===== config.mk =====
export PLATFORM = sky130hd
export DESIGN_NAME = chipper_ejector
export DESIGN_NICKNAME = d
export VERILOG_FILES = /design/src/rtl/chipper_ejector.sv
export SDC_FILE = /design/constraint.sdc
export NUM_CORES = 1
export LEC_CHECK = 0
export ABC_AREA = 1
export CORE_MARGIN = 2
export CORE_UTILIZATION = 43
export CTS_CLUSTER_SIZE = 8
export DETAILED_ROUTE_END_ITERATION = 10
export HOLD_SLACK_MARGIN = 0.06
export PLACE_DENSITY = 0.73
export SKIP_CTS_REPAIR_TIMING = 1
export SLEW_MARGIN = 20
export SYNTH_ARGS = -nofsm -noshare
export SYNTH_HDL_FRONTEND = slang
export SYNTH_SLANG_ARGS = --single-unit

===== constraint.sdc =====
create_clock -name clk -period 7 [get_ports clk]
set_input_delay 0.7 -clock clk [delete_from_list [all_inputs] [get_ports clk]]
set_output_delay 0.7 -clock clk [all_outputs]
set_load 0.02 [all_outputs]

===== src/rtl/chipper_ejector.sv =====
// CHIPPER ejection stage: pulls at most one locally addressed flit per cycle
// out of the four link inputs into a small FIFO, and registers everything
// else through to the injector stage.
module chipper_ejector #(
  parameter int ADDR_W   = 6,
  parameter int DATA_W   = 32,
  parameter int EJ_DEPTH = 4,
  parameter int CNT_W    = 3
) (
  input  logic              clk,
  input  logic              rst_n,
  input  logic [ADDR_W-1:0] node_id,
  input  logic              in_n_vld,
  input  logic              in_s_vld,
  input  logic              in_e_vld,
  input  logic              in_w_vld,
  input  logic [ADDR_W-1:0] in_n_addr,
  input  logic [ADDR_W-1:0] in_s_addr,
  input  logic [ADDR_W-1:0] in_e_addr,
  input  logic [ADDR_W-1:0] in_w_addr,
  input  logic [DATA_W-1:0] in_n_data,
  input  logic [DATA_W-1:0] in_s_data,
  input  logic [DATA_W-1:0] in_e_data,
  input  logic [DATA_W-1:0] in_w_data,
  output logic              out_n_vld,
  output logic              out_s_vld,
  output logic              out_e_vld,
  output logic              out_w_vld,
  output logic [ADDR_W-1:0] out_n_addr,
  output logic [ADDR_W-1:0] out_s_addr,
  output logic [ADDR_W-1:0] out_e_addr,
  output logic [ADDR_W-1:0] out_w_addr,
  output logic [DATA_W-1:0] out_n_data,
  output logic [DATA_W-1:0] out_s_data,
  output logic [DATA_W-1:0] out_e_data,
  output logic [DATA_W-1:0] out_w_data,
  output logic              ej_vld,
  output logic [ADDR_W-1:0] ej_addr,
  output logic [DATA_W-1:0] ej_data,
  input  logic              ej_rdy,
  output logic [CNT_W-1:0]  ej_count,
  output logic              ej_full
);

  localparam int PTR_W = (EJ_DEPTH > 1) ? $clog2(EJ_DEPTH) : 1;

  // Port index order N=0, S=1, E=2, W=3 everywhere below.
  logic [3:0]              in_vld;
  logic [3:0][ADDR_W-1:0]  in_addr;
  logic [3:0][DATA_W-1:0]  in_data;
  logic [3:0]              out_vld_q;
  logic [3:0][ADDR_W-1:0]  out_addr_q;
  logic [3:0][DATA_W-1:0]  out_data_q;

  assign in_vld  = {in_w_vld, in_e_vld, in_s_vld, in_n_vld};
  assign in_addr = {in_w_addr, in_e_addr, in_s_addr, in_n_addr};
  assign in_data = {in_w_data, in_e_data, in_s_data, in_n_data};

  assign out_n_vld  = out_vld_q[0];
  assign out_s_vld  = out_vld_q[1];
  assign out_e_vld  = out_vld_q[2];
  assign out_w_vld  = out_vld_q[3];
  assign out_n_addr = out_addr_q[0];
  assign out_s_addr = out_addr_q[1];
  assign out_e_addr = out_addr_q[2];
  assign out_w_addr = out_addr_q[3];
  assign out_n_data = out_data_q[0];
  assign out_s_data = out_data_q[1];
  assign out_e_data = out_data_q[2];
  assign out_w_data = out_data_q[3];

  logic [1:0]       rr;
  logic [3:0]       cand;
  logic [3:0]       gnt;
  logic [1:0]       gnt_idx;
  logic [1:0]       idx;
  logic             gnt_any;
  logic             eject_en;
  logic             push;
  logic             pop;
  logic [PTR_W-1:0] wr_ptr;
  logic [PTR_W-1:0] rd_ptr;
  logic [ADDR_W-1:0] mem_addr [EJ_DEPTH];
  logic [DATA_W-1:0] mem_data [EJ_DEPTH];

  // Eject enable uses registered occupancy only, so a same-cycle pop never
  // makes room for a push and ej_rdy stays off every combinational path.
  assign eject_en = !ej_full;

  // Per-port local-destination detection.
  always_comb begin
    cand = '0;
    for (int p = 0; p < 4; p++) begin
      cand[p] = in_vld[p] && (in_addr[p] == node_id);
    end
  end

  // Round-robin search starting at rr; first candidate wins.
  always_comb begin
    gnt     = '0;
    gnt_idx = rr;
    gnt_any = 1'b0;
    idx     = '0;
    for (int k = 0; k < 4; k++) begin
      idx = rr + 2'(k);
      if (!gnt_any && eject_en && cand[idx]) begin
        gnt_any = 1'b1;
        gnt_idx = idx;
      end
    end
    if (gnt_any) gnt[gnt_idx] = 1'b1;
  end

  assign push = gnt_any;
  assign pop  = ej_vld && ej_rdy;

  // Arbitration pointer moves just past the winner; holds otherwise.
  always_ff @(posedge clk or negedge rst_n) begin
    if (!rst_n) begin
      rr <= 2'd0;
    end else if (gnt_any) begin
      rr <= gnt_idx + 2'd1;
    end
  end

  // Pass-through stage; a local flit that was not granted is deflected.
  always_ff @(posedge clk or negedge rst_n) begin
    if (!rst_n) begin
      out_vld_q  <= '0;
      out_addr_q <= '0;
      out_data_q <= '0;
    end else begin
      for (int p = 0; p < 4; p++) begin
        out_vld_q[p]  <= in_vld[p] && !gnt[p];
        out_addr_q[p] <= in_addr[p];
        out_data_q[p] <= in_data[p];
      end
    end
  end

  // FIFO pointers and occupancy; power-of-two depth gives natural wrap.
  always_ff @(posedge clk or negedge rst_n) begin
    if (!rst_n) begin
      wr_ptr   <= '0;
      rd_ptr   <= '0;
      ej_count <= '0;
    end else begin
      if (push) wr_ptr <= wr_ptr + PTR_W'(1);
      if (pop)  rd_ptr <= rd_ptr + PTR_W'(1);
      if (push && !pop)      ej_count <= ej_count + CNT_W'(1);
      else if (pop && !push) ej_count <= ej_count - CNT_W'(1);
    end
  end

  // FIFO storage; contents are don't-care while empty, head output is masked.
  always_ff @(posedge clk) begin
    if (push) begin
      mem_addr[wr_ptr] <= in_addr[gnt_idx];
      mem_data[wr_ptr] <= in_data[gnt_idx];
    end
  end

  assign ej_vld  = (ej_count != '0);
  assign ej_full = (ej_count == CNT_W'(EJ_DEPTH));
  assign ej_addr = ej_vld ? mem_addr[rd_ptr] : '0;
  assign ej_data = ej_vld ? mem_data[rd_ptr] : '0;

endmodule


==> reports/qor.yml <==
drive_gt1_share_pct: 5.60
coreArea_um2: 28900
grt-ovfl-total: 0
min_path_type: "input port to async pin"
clockBufferDepth: 3
crit_fanout: 40
start_util_pct: 43.8
fin_crit_sh_pct: 63.1
synth-simple-area-share_pct: 20.4
drc: 0
tritoncts: "done"
required_ps: 6300
antenna_found_initial: 0
p_per_area_nw_per_um2: 543
status: "finished, final reports clean"
avgSynthCellArea_um2: 10.5
syn_area_um2: 12600
synth_cells: 1208
end_kind: "output pin"
synthAdderAreaFrac_pct: 1.05
synth_area_leader_cell: "edfxtp_1"
leakage_uw: 0.00755
firstDrtPassIters: 5
synth.distinct_cells: 34
worst_slack_ps: 2590
grt_pass1_vias: 10100
setup_viol: 0
finalSetupTns_ps: 0
gp_congestion: 0.856
vias: 10000
synth.area.mux_share_pct: 0.0890
rsz0062_at_grt: "false"
path_class: "flop to output pin"
fill_cells: 2304
finalClockSkew_ps: 21.1
ir_drop_mv: 0.476
dieArea_um2: 30800
ys_ff_latch: 317
crit_arrival_ps: 3710
clock.fmax_mhz: 227
synth_top_family_by_area: "simple AND/OR/NAND/NOR gates"
io_pins: 364
slew_violations: 0
rows: 62
cts_sinks: 317
synth-xor-area-share_pct: 0.544
die-width_um: 176
area_delta_synth_final_pct: 40.8
cp-start-kind: "flop"
grt_use_total_pct: 25.2
synth-seq-area-share_pct: 68.7
clock_latency_ps: 530
wl_per_cell_um: 19.5
drv_cap: 0
dp_hpwl_um: 26000
clk_pin_slew_ps: 50
yosys_warnings: 0
relSlewSlack_pct: 31.7
ant_nets: 0
synth_top_area_share_pct: 36.1
synth_nets: 1383
routed_wl_um: 38500
max_slew.worst_pin.slew_ps: 1020
clockRootBuffer: "clkbuf_16"
port_buffers: 363
period_needed_ps: 4410
synthTopCellsByArea: "edfxtp_1, dfrtp_1, nand2_1"
place_ws_ps: 2290
finalHoldViolCount: 0
grt_first_pass_wirelength_um: 59100
vias_per_cell: 5.07
grt_max_degree: 97
die_y_um: 176
nets: 1737
htree_levels: 2
numCtsBuffers: 45
synth-compound-area-share_pct: 5.19
antenna_cells: 0
drt-initial-drc-count: 761
cell usage after synthesis (all sizes together):
cell type  number
xor2            6
nand4           9
o211ai          1
inv            49
nand3          96
nor2          168
nand2         355
fa              1
a21boi          1
xnor2           1
o22ai           1
clkinv          1
clkbuf         27
o21ai          81
and2            1
nor3            2
mux2            1
ha              9
dfrtp         165
buf            36
edfxtp        152
a21oi          45
layer usage:
| layer | vias to the layer above | share of wire [%] | GRT usage, % |
|---|---|---|---|
| met5 | - | 0 | 0 |
| met4 | 0 | 2.3 | 7.16 |
| met3 | 67 | 7.9 | 6.56 |
| met2 | 419 | 48 | 40.3 |
| met1 | 4828 | 42 | 34.2 |
| li1 | 4697 | - | - |
cell type report:
class,instances,area (um^2),area share (%)
Sequential cell,317,8700,48.8
Timing Repair Buffer,370,3690,20.7
Multi-Input combinational cell,778,3460,19.4
Clock buffer,73,1280,7.21
Tap cell,384,480,2.70
Inverter,50,188,1.05
Clock inverter,1,8.76,0.0492
sequential cells by signal, indices dropped and copies added (netlist names):
register	cells
mem_data	128
out_e_data	32
out_n_data	32
out_s_data	32
out_w_data	32
mem_addr	24
out_e_addr	6
out_n_addr	6
out_s_addr	6
out_w_addr	6
out_vld_q	4
ej_count	3
rd_ptr	2
rr	2
wr_ptr	2
final timing paths:
kind	startpoint	endpoint	slack, ps	cells after the start
max	rd_ptr[1]	ej_data[29]	2590	7
min	rst_n	out_e_data[28]	250	1
max reg2reg	rr[0]	mem_data[1][11]	3160	13
min reg2reg	ej_count[0]	ej_count[0]	600	1
max in group asynchronous	rst_n	out_e_data[7]	5300	2
min in group clk	ej_count[0]	ej_count[0]	600	1
worst max-delay path, stage by stage, from the launching register on:
cell and delay, ps:
dfrtp_2 340, buf_4 470, inv_1 560, buf_4 400, nor2_1 120, o21ai_0 90
a21oi_1 470, clkdlybuf4s50_1 720
through the flow:
step	util [%]	hold slack (ps)	instances	power (uW)	instance area, um^2
after CTS	61.7	303	1973	9730	17800
after global routing	61.7	339	1973	10300	17800
after global placement	57.2	595	1899	7620	16500
after floorplan	-	404	1208	6030	12600
after detailed placement	57.2	598	1899	7730	16500
final	61.7	249	1973	9660	17800
cell families (layout without fill, tap and decap cells):
family          Yosys count  count (layout)
compound gates          129             129
xor+xnor                  7               7
fa+ha+maj                10              10
buf+inv                 113             494
flops                   317             317
mux                       1               1
simple gates            631             631
cells in the final DEF (no fill, tap or decap), types with 2 or more instances in the layout:
| master | instances |
|---|---|
| inv_1 | 36 |
| xor2_1 | 5 |
| edfxtp_1 | 152 |
| nand4_1 | 8 |
| nand3_1 | 93 |
| clkbuf_16 | 47 |
| buf_4 | 7 |
| clkbuf_1 | 25 |
| nand3_2 | 3 |
| inv_2 | 13 |
| o21ai_0 | 80 |
| a21oi_1 | 45 |
| nor2_1 | 166 |
| nand2_4 | 2 |
| dfrtp_1 | 163 |
| nand2_1 | 348 |
| nand2_2 | 5 |
| ha_1 | 9 |
| clkdlybuf4s50_1 | 362 |
| dfrtp_2 | 2 |
report_power, final:
| group | switching, uW | internal, uW | total (uW) | leakage, uW |
|---|---|---|---|---|
| Clock | 741 | 1230 | 1980 | 0.000620 |
| Combinational | 3090 | 1330 | 4420 | 0.00358 |
| Sequential | 161 | 3100 | 3260 | 0.00335 |
| Total | 3990 | 5670 | 9660 | 0.00755 |
Note: power is estimated with default switching activity, not from simulation.
==> RTL edit, RTL diff (same settings) <==
Set the parameter `EJ_DEPTH` to 2 (it was 4).
--- a/src/rtl/chipper_ejector.sv
+++ b/src/rtl/chipper_ejector.sv
@@ -4,7 +4,7 @@
 module chipper_ejector #(
   parameter int ADDR_W   = 6,
   parameter int DATA_W   = 32,
-  parameter int EJ_DEPTH = 4,
+  parameter int EJ_DEPTH = 2,
   parameter int CNT_W    = 3
 ) (
   input  logic              clk,
Check against the original RTL: not equivalent (a bounded check fails within 4 cycles, from zero or initial values and one cycle with rst_n low).
==> RTL edit against the unedited design <==
  * Register-to-register slack got worse by 0.22 ns
  * First-iteration DRC count fell by 49%
  * Total power fell by 21%
  * Clock skew decreased by 0.011 ns
  * Combinational power shrank 13%
  * Cell area decreased by 19%
  * Hold slack got worse by 0.0030 ns
  * Sequential cell count is 78 lower
  * Setup slack better by 0.059 ns
  * Area after synthesis shrank 23%
  * Non-clock buffer count shrank 5
  * Wire length fell by 26%
  * Highest routed layer is now met5
==> RTL edit: results <==
group,metric,value,unit
worst_setup_path,critPathArrivalTime,4.70,ns
cts,clkLatencyLatePin,0.49,ns
placed_design,preCtsSetupSlack,2.24,ns
sta,fin_worst_skew,0.00992,ns
sta,max_slew_margin,31.5,%
grt,grt_pass1_vias,8326,
grt,grt_usage,24.0,%
cts,htreeDepth,2,
cts,clkSlewWorstSetupHoldPaths,0.05,ns
yosys,async_flop_share,68.2,%
grt,antenna_found_initial,1,
yosys,seq_area_frac_synth,65.6,%
yosys,synthDistinctLibCells,31,
min_path,hp-class,"input pin to async pin",
layout,final_cells,1675,
layout,drive_gt1_share,4.44,%
cts,root_buffer,"clkbuf_16",
layout,regMostFlops,"mem_data",
placed_design,hpwl,18.9,mm
worst_setup_path,cp_slowest_cell,"buf_4",
placed_design,portBuffers,363,
yosys,ys_top_cells_by_count,"nand2_1, dfrtp_1, nand3_1",
detailed_routing,first_pass_iters,5,
layout,fill_cells,1704,
layout,antenna_cells,0,
yosys,synth_area_leaders,"dfrtp_1, edfxtp_1, nand2_1",
yosys,syn-instance-count,1016,
yosys,synth_edf_count,76,
power_and_ir_drop,intPower,4.31,mW
placed_design,gp_congestion,0.855,
placed_design,placed_cells,1615,
cts,cts_max_path_buffers,3,
grt,grt_max_degree,88,
worst_setup_path,crit_family,"simple AND/OR/NAND/NOR gates",
worst_setup_path,cpPeakStageDelay,0.60,ns
worst_setup_path,crit_path_max_fanout,65,
layout,largest_reg_flops,64,
yosys,yosys_warnings,0,
detailed_routing,route.final.wire_length,28.5,mm
grt,grt_pass1_wl,44.9,mm
detailed_routing,drt_iter0_markers,388,
status,status,"complete, no violations",
yosys,syn-num-nets,1187,
cts,numCtsBuffers,35,
power_and_ir_drop,p_leak,6.83,nW
detailed_routing,viasPerCell,4.91,
layout,final_nets,1543,
power_and_ir_drop,ir_drop,377,uV
==> RTL edit: path summary, 6_finish.rpt <==
kind                                  start             end  slack, ns  cells after the start
worst max register to register  ej_count[0]           rr[1]       2.94                     12
max in group asynchronous             rst_n   out_e_data[9]       5.57                      2
worst min register to register  ej_count[2]     ej_count[2]       0.53                      1
worst min-delay path                  rst_n  out_w_data[27]       0.25                      1
min in group clk                ej_count[2]     ej_count[2]       0.53                      1
worst max-delay path             node_id[3]           rr[1]       2.65                     18
==> RTL edit: layout make-up <==
cell class	instances	area share, %
clock buffer	59	6.69
tap	280	2.43
inverter	79	2.05
timing repair buffer	365	25.3
multi-input combinational	652	19.4
sequential	239	44.1
clock inverter	1	0.0607
==> RTL edit: stage by stage <==
stage,instance area (um2),hold slack (ns)
6_report,14400,0.246
5_1_grt,14400,0.304
4_1_cts,14400,0.265
3_5_place_dp,13500,0.521
3_3_place_gp,13500,0.515
2_1_floorplan,9690,0.404
==> RTL edit: cell families (layout without fill, tap and decap cells) <==
kind of cell             Yosys count  count (layout)  synth area share [%]
AO/OA/AOI/OAI                     16              16                 0.865
XOR/XNOR                           7               7                 0.633
adder cells (fa/ha/maj)            6               6                 0.852
buffers and inverters            125             504                  5.73
flip-flops                       239             239                  65.6
AND/OR/NAND/NOR                  623             623                  26.3
==> RTL edit: routing by layer <==
| layer | part of all wire, % | track usage (%) | vias up |
|---|---|---|---|
| met1 | 39 | 28.4 | 3857 |
| li1 | - | - | 3903 |
| met3 | 8.4 | 6.57 | 67 |
| met2 | 50 | 42.3 | 388 |
| met4 | 2.7 | 7.97 | 2 |
| met5 | 0.046 | 0 | - |
==> RTL edit: worst register-to-register path, cell delays in order, from the launching register on <==
cell and delay, ns:
dfrtp_1 0.45, nor3_1 0.47, inv_1 0.28, nand2_1 0.19
nor2_4 0.07, nand4_4 0.25, buf_4 0.61, nand2_1 0.20
nand2_1 0.10, nand2_2 0.58, ha_1 0.56, nand2_1 0.06
o21ai_0 0.10
==> RTL edit: power groups by stage <==
stage / Combinational [mW] / Clock [mW] / Sequential, mW
3_5_place_dp: 3.86 / 0 / 2.32
3_3_place_gp: 3.78 / 0 / 2.31
6_report: 3.83 / 1.50 / 2.30
5_1_grt: 4.30 / 1.60 / 2.34
4_1_cts: 3.89 / 1.54 / 2.30
2_1_floorplan: 2.55 / 0 / 2.34
